==> src/rtl/keypad_pkg.sv <==
// Shared types and geometry for the 4x8 key matrix scanner.
package keypad_pkg;
    localparam int KP_COLS   = 4;
    localparam int KP_ROWS   = 8;
    localparam int KP_CODE_W = 5;

    typedef enum logic [1:0] {
        IDLE,
        DEBOUNCE,
        HELD,
        RELEASE
    } kp_state_e;

    typedef enum logic [1:0] {
        NONE,
        SINGLE,
        MULTI
    } kp_frame_e;
endpackage

==> src/rtl/keypad_frame_collector.sv <==
// Drives the column strobe, samples the synchronized rows once per column
// and classifies each complete 4-column frame as NONE, SINGLE or MULTI.
module keypad_frame_collector
    import keypad_pkg::*;
#(
    parameter int SETTLE_CYCLES = 1024
) (
    input  logic                 clk,
    input  logic                 rst_n,
    input  logic [KP_ROWS-1:0]   io_row,
    output logic [KP_COLS-1:0]   io_col,
    output logic                 frame_done,
    output kp_frame_e            frame_result,
    output logic [KP_CODE_W-1:0] frame_code
);
    localparam int DW = (SETTLE_CYCLES > 1) ? $clog2(SETTLE_CYCLES) : 1;
    localparam logic [DW-1:0] DWELL_LAST = DW'(SETTLE_CYCLES - 1);

    logic [DW-1:0]        dwell;
    logic [1:0]           col_idx;
    logic [KP_ROWS-1:0]   sync1, sync2;
    logic [KP_ROWS-1:0]   row_act;
    logic [KP_ROWS-1:0]   samp0, samp1, samp2;
    logic                 dwell_last;
    logic [31:0]          frame_bits;
    logic [5:0]           hits;

    assign row_act    = ~sync2;
    assign dwell_last = (dwell == DWELL_LAST);
    assign frame_done = dwell_last && (col_idx == 2'd3);

    always_ff @(posedge clk or negedge rst_n) begin
        if (!rst_n) begin
            dwell   <= '0;
            col_idx <= 2'd0;
            io_col  <= 4'b1110;
            sync1   <= '1;
            sync2   <= '1;
            samp0   <= '0;
            samp1   <= '0;
            samp2   <= '0;
        end else begin
            sync1 <= io_row;
            sync2 <= sync1;
            if (dwell_last) begin
                dwell   <= '0;
                col_idx <= col_idx + 2'd1;
                io_col  <= ~(4'b0001 << (col_idx + 2'd1));
                case (col_idx)
                    2'd0:    samp0 <= row_act;
                    2'd1:    samp1 <= row_act;
                    2'd2:    samp2 <= row_act;
                    default: ;
                endcase
            end else begin
                dwell <= dwell + DW'(1);
            end
        end
    end

    // Column 3 is classified straight from the live sample; bit index = {col,row}.
    assign frame_bits = {row_act, samp2, samp1, samp0};

    always_comb begin
        hits       = '0;
        frame_code = '0;
        for (int i = 0; i < 32; i++) begin
            if (frame_bits[i]) begin
                hits       = hits + 6'd1;
                frame_code = KP_CODE_W'(i);
            end
        end
        if (hits == 6'd0)      frame_result = NONE;
        else if (hits == 6'd1) frame_result = SINGLE;
        else                   frame_result = MULTI;
    end
endmodule

==> src/rtl/matrix_keypad_scanner.sv <==
// Debounced single-key scanner: frame collector plus per-key debounce FSM.
// IDLE no key | DEBOUNCE counting matching frames | HELD accepted | RELEASE counting non-matching frames
module matrix_keypad_scanner
    import keypad_pkg::*;
#(
    parameter int SETTLE_CYCLES  = 1024,
    parameter int DEBOUNCE_SCANS = 4
) (
    input  logic                 clk,
    input  logic                 rst_n,
    output logic [KP_COLS-1:0]   io_col,
    input  logic [KP_ROWS-1:0]   io_row,
    output logic [KP_CODE_W-1:0] key_code,
    output logic                 key_valid,
    output logic                 key_pressed
);
    localparam logic [3:0] DEB_N = 4'(DEBOUNCE_SCANS);

    logic                 frame_done;
    kp_frame_e            frame_result;
    logic [KP_CODE_W-1:0] frame_code;

    kp_state_e            state, state_n;
    logic [KP_CODE_W-1:0] cand, cand_n;
    logic [3:0]           cnt, cnt_n, cnt_inc;
    logic                 accept, release_done, is_cand;

    keypad_frame_collector #(.SETTLE_CYCLES(SETTLE_CYCLES)) u_collector (
        .clk          (clk),
        .rst_n        (rst_n),
        .io_row       (io_row),
        .io_col       (io_col),
        .frame_done   (frame_done),
        .frame_result (frame_result),
        .frame_code   (frame_code)
    );

    always_ff @(posedge clk or negedge rst_n) begin
        if (!rst_n) begin
            state       <= IDLE;
            cand        <= '0;
            cnt         <= '0;
            key_code    <= '0;
            key_valid   <= 1'b0;
            key_pressed <= 1'b0;
        end else begin
            state     <= state_n;
            cand      <= cand_n;
            cnt       <= cnt_n;
            key_valid <= accept;
            if (accept) begin
                key_code    <= cand_n;
                key_pressed <= 1'b1;
            end else if (release_done) begin
                key_pressed <= 1'b0;
            end
        end
    end

    always_comb begin
        state_n      = state;
        cand_n       = cand;
        cnt_n        = cnt;
        accept       = 1'b0;
        release_done = 1'b0;
        is_cand      = (frame_result == SINGLE) && (frame_code == cand);
        cnt_inc      = (cnt < DEB_N) ? cnt + 4'd1 : cnt;
        if (frame_done) begin
            case (state)
                IDLE: begin
                    if (frame_result == SINGLE) begin
                        cand_n = frame_code;
                        if (DEB_N == 4'd1) begin
                            state_n = HELD;
                            cnt_n   = '0;
                            accept  = 1'b1;
                        end else begin
                            state_n = DEBOUNCE;
                            cnt_n   = 4'd1;
                        end
                    end
                end
                DEBOUNCE: begin
                    if (is_cand) begin
                        cnt_n = cnt_inc;
                        if (cnt_inc >= DEB_N) begin
                            state_n = HELD;
                            cnt_n   = '0;
                            accept  = 1'b1;
                        end
                    end else if (frame_result == SINGLE) begin
                        cand_n = frame_code;
                        cnt_n  = 4'd1;
                    end else begin
                        state_n = IDLE;
                        cnt_n   = '0;
                    end
                end
                HELD: begin
                    if (!is_cand) begin
                        if (DEB_N == 4'd1) begin
                            state_n      = IDLE;
                            cnt_n        = '0;
                            release_done = 1'b1;
                        end else begin
                            state_n = RELEASE;
                            cnt_n   = 4'd1;
                        end
                    end
                end
                RELEASE: begin
                    if (is_cand) begin
                        state_n = HELD;
                        cnt_n   = '0;
                    end else begin
                        cnt_n = cnt_inc;
                        if (cnt_inc >= DEB_N) begin
                            state_n      = IDLE;
                            cnt_n        = '0;
                            release_done = 1'b1;
                        end
                    end
                end
                default: state_n = IDLE;
            endcase
        end
    end
endmodule

==> config.mk <==
export PLATFORM = sky130hd
export DESIGN_NAME = matrix_keypad_scanner
export DESIGN_NICKNAME = d
export VERILOG_FILES = /design/src/rtl/keypad_pkg.sv /design/src/rtl/keypad_frame_collector.sv /design/src/rtl/matrix_keypad_scanner.sv
export SDC_FILE = /design/constraint.sdc
export NUM_CORES = 1
export LEC_CHECK = 0
export BUFFER_PORTS_ARGS = -buffer_cell sky130_fd_sc_hd__buf_2
export CAP_MARGIN = 5
export CORE_MARGIN = 3
export CORE_UTILIZATION = 56
export CTS_CLUSTER_SIZE = 12
export DETAILED_ROUTE_END_ITERATION = 6
export PLACE_DENSITY = 0.83
export SLEW_MARGIN = 20
export SYNTH_ARGS = -nofsm -noshare
export SYNTH_HDL_FRONTEND = slang
export SYNTH_HIERARCHICAL = 1
export SYNTH_SLANG_ARGS = --single-unit
==> constraint.sdc <==
create_clock -name clk -period 24.9 [get_ports clk]
set_clock_uncertainty 0.15 [all_clocks]
set_input_delay 2.49 -clock clk [delete_from_list [all_inputs] [get_ports clk]]
set_output_delay 2.49 -clock clk [all_outputs]
set_load 0.03 [all_outputs]
* After elaboration in Yosys (flattened, before gate mapping)
Cells that the tools add are included.
** Word-level totals
- Bits in registers :: 74
- Bits in latches :: 0
- RAM bits :: 0
- Bits in read-only memories :: 0
- Word-level logic and storage cells :: 174
- Memories kept :: 0
** Operators by class
- $add $sub $neg :: 34
- Multiply operators :: 0
- Div/mod/pow operators :: 0
- Order comparisons :: 2
- Equality and inequality tests :: 15
- Shift-type cells :: 1
- Multiplexer cells :: 95
- Bitwise logic cells :: 2
- Reductions and logical operators :: 11
** Operators with widths (number)
- $mux 6 :: 31
- $add 6x1->6 const B :: 30
- $mux 5 :: 19
- $mux 4 :: 14
- $mux 2 :: 11
- $pmux 4 s4 :: 1
- $mux 1 :: 12
- $mux 3 :: 4
- $add 10x1->10 const B :: 1
- $eq 10x10->1 const B :: 1
- $mux 10 :: 1
- $pmux 5 s2 :: 1
- $ne 3x3->1 const B :: 3
- $eq 2x2->1 const B :: 4
- $not 8->8 :: 1
- $pmux 2 s4 :: 1
- $eq 2x1->1 const B :: 3
- $eq 6x1->1 const B :: 1
- $logic_not 6->1 :: 1
- $reduce_and 2->1 :: 3
- $reduce_and 6->1 :: 1
- $eq 5x5->1 :: 1
- $add 4x1->4 const B :: 1
- $ge 4x3->1 const B :: 1
- other kinds (10) :: 13

* Longest topological paths before layout
- Word-level depth :: 73
- Gate-level depth with buffers :: 103
- Mapped depth without buffers :: 103

* Hierarchy
Netlist, hierarchy kept.
** By module, submodules not included
- keypad_frame_collector :: times used 1, cells an instance 776, area each 6681.4 µm²
- matrix_keypad_scanner :: times used 1, cells an instance 80, area each 933.4 µm²

* Worst setup path after synthesis
No wires, ideal clock.
- Kind :: register -> register
- From :: register u_collector.samp0[0]
- To :: register key_code[0]
- Library setup time :: 0.125 ns
- Arrival :: 17.882 ns
- Data required time :: 24.625 ns
- Path slack :: 6.743 ns
- Stages on the path, launching flop included :: 100
- Path buffers :: 0
- Clock period less this slack :: 18.157 ns
- Cells stage by stage :: dfrtp_1 inv_1 ha_1 xor2_1 ha_1 nand2_1 o21ai_0 ha_1 mux2_2 ha_1 o2bb2ai_1 nand2_1 ha_1 nand2b_1 o21a_1 ha_1 mux2i_1 a31o_2 [... 64 more ...] nor2_1 nor2_1 ha_1 o2bb2ai_1 ha_1 mux2_2 ha_1 mux2_2 ha_1 or2_2 o21ai_0 a22oi_1 a2111o_1 a21boi_1 nor2b_1 nand3_2 nor3_4 mux2_2
** On the way
- Word-level cells in the longest chain between the ends :: 71
** RTL lines
- from (decl) :: line keypad_frame_collector.sv:23 : logic [KP_ROWS-1:0] samp0, samp1, samp2;
- from (signal assigned) :: line keypad_frame_collector.sv:50 : 2'd0: samp0 <= row_act;
- $mux 1 * :: line keypad_frame_collector.sv:68 : if (frame_bits[i]) begin
- $add 1x1->2 :: line keypad_frame_collector.sv:69 : hits = hits + 6'd1;
- $mux 6 * :: line keypad_frame_collector.sv:68
- $add 6x1->6 :: line keypad_frame_collector.sv:69
- $mux 6 * :: line keypad_frame_collector.sv:68
- $add 6x1->6 :: line keypad_frame_collector.sv:69
- $mux 6 * :: line keypad_frame_collector.sv:68
- $add 6x1->6 :: line keypad_frame_collector.sv:69
- [... 57 more ...]
- $mux 2 * :: line keypad_frame_collector.sv:73 : if (hits == 6'd0) frame_result = NONE;
- via frame_result[0] :: line matrix_keypad_scanner.sv:20 : kp_frame_e frame_result;
- $eq 2x1->1 * :: line matrix_keypad_scanner.sv:66 : is_cand = (frame_result == SINGLE) && (frame_code == cand);
- $logic_and 1x1->1 * :: line matrix_keypad_scanner.sv:66
- $mux 1 * :: line matrix_keypad_scanner.sv:84 : if (is_cand) begin
- $mux 1 * :: line matrix_keypad_scanner.sv:69 : case (state)
- $mux 1 * :: line matrix_keypad_scanner.sv:68 : if (frame_done) begin
- via accept :: line matrix_keypad_scanner.sv:26 : logic accept, release_done, is_cand;
- to (signal assigned) :: line matrix_keypad_scanner.sv:52 : key_code <= cand_n;
- to (decl) :: line matrix_keypad_scanner.sv:13 : output logic [KP_CODE_W-1:0] key_code,
The timed path passes the listed nets; every way through them passes the cells marked *.
A chain may end at the register's enable or synchronous reset.

* Worst setup path in the final report
- From :: register u_collector.samp0[0]
- To :: register key_code[1]
Same word-level chain as after synthesis.

==> results.cfg <==
[status]
status = finished, final reports clean

[cells_and_area]
num-nets-final = 897
synthToLayoutAreaGrowth_pct = 5.37
layout-drive-gt1-share_pct = 14.2
num_antenna_cells = 0
postLayoutCoreUtil_pct = 61.8

[global_routing]
globalRouteTotalUtil_pct = 21.1
grt_overflow = 0
grt_max_degree = 75
grt_first_pass_wirelength_microns = 26200
grt_pass1_vias = 5765
antenna_found_initial = 0

[synthesis]
ys_ff_latch = 74
synth.distinct_cells = 97
yosysWarnings = 6
synth.cell_area_sq_um = 7610
yosys.area.top_type_share_pct = 18.1
synth-simple-area-share_pct = 21.6
synth-edff-count = 0
synth_seq_area_share_pct = 24.6
synth-async-reset-ratio_pct = 100
synth-compound-area-share_pct = 16.6
yosys.area_share.adder_pct = 6.41
synth_top_family_by_area = XOR/XNOR gates
synth_xor_area_share_pct = 22.3
synth_top_cell_by_area = dfrtp_1
syn-num-nets = 905
synth_area_leaders = dfrtp_1 18%, xnor2_1 8.4%, dfstp_2 6.6%, ha_1 6.4%, nand2_1 5.7%
synth_mux_area_share_pct = 3.93
syn_inst = 856
synth_flop_cell = dfrtp_1
syn_avg_cell_area_sq_um = 8.90

[critical_path]
end_kind = flop
required_ps = 24980
max_stage_delay_ps = 480
cpMostUsedCell = ha_1
cp-start-kind = flop
r2r_slack_ps = 4840
rr_worst_depth = 100
cp_max_fo = 7
crit_type = reg -> reg
cp_data_arrival_time_ps = 20140
cp_slowest_cell = a31oi_1

[floorplanning]
die_h_microns = 123
core_sq_um = 13000
die-area_sq_um = 15000
rows = 41
io_pins = 21
start_util_pct = 58.7
die_width_microns = 123

[power]
power_leakage_nw = 3.52
powerDensity_nw_per_um2 = 36.9
power_switching_mw = 0.0768
max-vdd-ir-drop_uv = 51.5
p_seq_share_pct = 42.5
p_total_mw = 0.296
netSwitchingFraction_pct = 26.0
clkPwrFrac_pct = 44.9
p_int_mw = 0.219
comb_power_share_pct = 12.6

[clock_tree]
cts_tree = done
cts_resized = 0
clk_latency_ps = 340
cts_num_sinks = 74
numCtsBuffers = 9
cts.clk_slew.worst_paths_ps = 60
htreeDepth = 3
clockRootBuffer = clkbuf_16
cts_max_path_buffers = 2
post-cts-setup-buffers = 0
postCtsHoldBufs = 0

[route]
wl_microns = 14900
ant_nets = 0
viasPerCell = 5.80
drt_first_pass_iters = 5
wl_per_cell_microns = 14.6
drc = 0
route.vias.total = 5941
drtIter0Drc = 381

[sta]
setup_viol = 0
rsz0062_at_grt = no
hold_slack_ps = 205
final_hold_viol_count = 0
maxSlewViolCount = 0
fin_crit_sh_pct = 80.6
final.setup.tns_ps = 0
min_period_ps = 20060
worstMarginPinSlew_ps = 883
slew_headroom_pct = 41.1
fmax_ghz = 0.0498

[worst_hold_path]
hp-class = reg -> reg
whs_path_depth = 0

[placement]
gp_congestion = 0.857
io_buffers = 20
dp_hpwl_microns = 11300

[job]
maxCapViolCount = 0
==> per-layer routing <==
layer	vias up	global-route usage, %	wire length (microns)
met2	100	36.0	7070
met3	21	2.03	447
li1	3009	-	-
met4	0	6.86	284
met1	2811	28.4	7120
met5	-	0	0
==> cell type report <==
type                            count  area, sq um
Clock buffer                        9          225
Clock inverter                      7         85.1
Fill cell                        1065         4950
Inverter                           33          125
Multi-Input combinational cell    710         5400
Sequential cell                    74         1880
Tap cell                          172          215
Timing Repair Buffer               20          103
==> state kept, by name, summed over array words and instances (netlist names), named ones only <==
| name | count |
|---|---|
| u_collector/io_col | 4 |
| u_collector/col_idx | 2 |
| u_collector/sync1 | 8 |
| u_collector/samp0 | 8 |
| key_valid | 1 |
| cnt | 4 |
| u_collector/dwell | 10 |
| u_collector/sync2 | 8 |
| u_collector/samp2 | 8 |
| key_code | 5 |
| u_collector/samp1 | 8 |
| cand | 5 |
| state | 1 |
| key_pressed | 1 |
==> worst max-delay path, delay by kind of cell (launching register included) <==
kind	cells	cell delay, ps
AO/OA/AOI/OAI	28	5020
XOR/XNOR	3	530
adder cells (fa/ha/maj)	29	8490
buffers and inverters	3	300
flip-flops	1	370
multiplexers	6	1310
AND/OR/NAND/NOR	31	3800
==> synthesized netlist by cell type (4+ instances only) <==
cell and n:
nand4_1 11, nand2b_1 16, or2_2 7, ha_1 39, and3_1 5, o211ai_1 5
buf_4 5, xnor2_2 8, buf_2 4, buf_1 4, xor2_1 31, or3_1 5
a21o_1 5, o21bai_1 5, clkbuf_1 20, o311a_1 4, nand2_1 116, o21ai_0 63
mux2_2 13, o21a_1 9, mux2i_1 13, a22oi_1 4, nor2b_1 17, a31oi_1 10
nor3b_1 5, xnor2_1 73, a211oi_1 9, dfrtp_1 55, nor2_1 43, xnor3_2 7
a21oi_1 17, nor3_1 15, inv_1 31, o31ai_1 5, xnor3_1 13, nand3_1 34
dfstp_2 19, nand3b_1 8, o22ai_1 5, and2_1 12
==> path summary, 6_finish.rpt <==
| check | startpoint | to |
|---|---|---|
| max | u_collector/samp0[0] | key_code[1] |
| min | u_collector/sync1[0] | u_collector/sync2[0] |
| max reg2reg | u_collector/samp0[0] | key_code[1] |
| min reg2reg | u_collector/sync1[0] | u_collector/sync2[0] |
| max in group asynchronous | rst_n | u_collector/samp2[2] |
| min in group asynchronous | rst_n | key_code[1] |
==> logic make-up after synthesis <==
family,count (synthesis)
adder cells (fa/ha/maj),39
multiplexers,28
flip-flops,74
AO/OA/AOI/OAI,184
XOR/XNOR,140
buffers and inverters,72
AND/OR/NAND/NOR,319
==> power groups by stage <==
stage               clock [mW]  combinational (mW)  sequential [mW]
floorplan                    0              0.0310            0.125
global placement             0              0.0358            0.128
detailed placement           0              0.0369            0.128
CTS                      0.136              0.0374            0.126
global route             0.140              0.0422            0.126
finish                   0.133              0.0373            0.126
==> cells in the final DEF, fill, tap and decap left out, drive strengths merged, types with 6 or more instances in the layout <==
cell type	n
clkbuf	9
buf	20
nand2b	16
nor2b	17
nor3b	6
nand4	12
nor3	16
a21oi	17
ha	39
dfrtp	55
mux2i	13
nor2	43
and2	13
dfstp	19
xor2	34
nand2	117
o21ai	63
o21a	9
inv	35
nand3	36
nand3b	8
or2	8
a211oi	10
mux2	15
xnor3	20
xnor2	82
a31oi	10
==> metrics by stage <==
| step | instances | setup WS, ps | instance area, sq um |
|---|---|---|---|
| finish | 1025 | 4840 | 8020 |
| floorplan | 856 | 6740 | 7610 |
| global placement | 1009 | 5590 | 7710 |
| detailed placement | 1009 | 5050 | 7710 |
| global route | 1025 | 3200 | 8020 |
| CTS | 1025 | 4970 | 8020 |
Power figures use the tool's default switching activity.
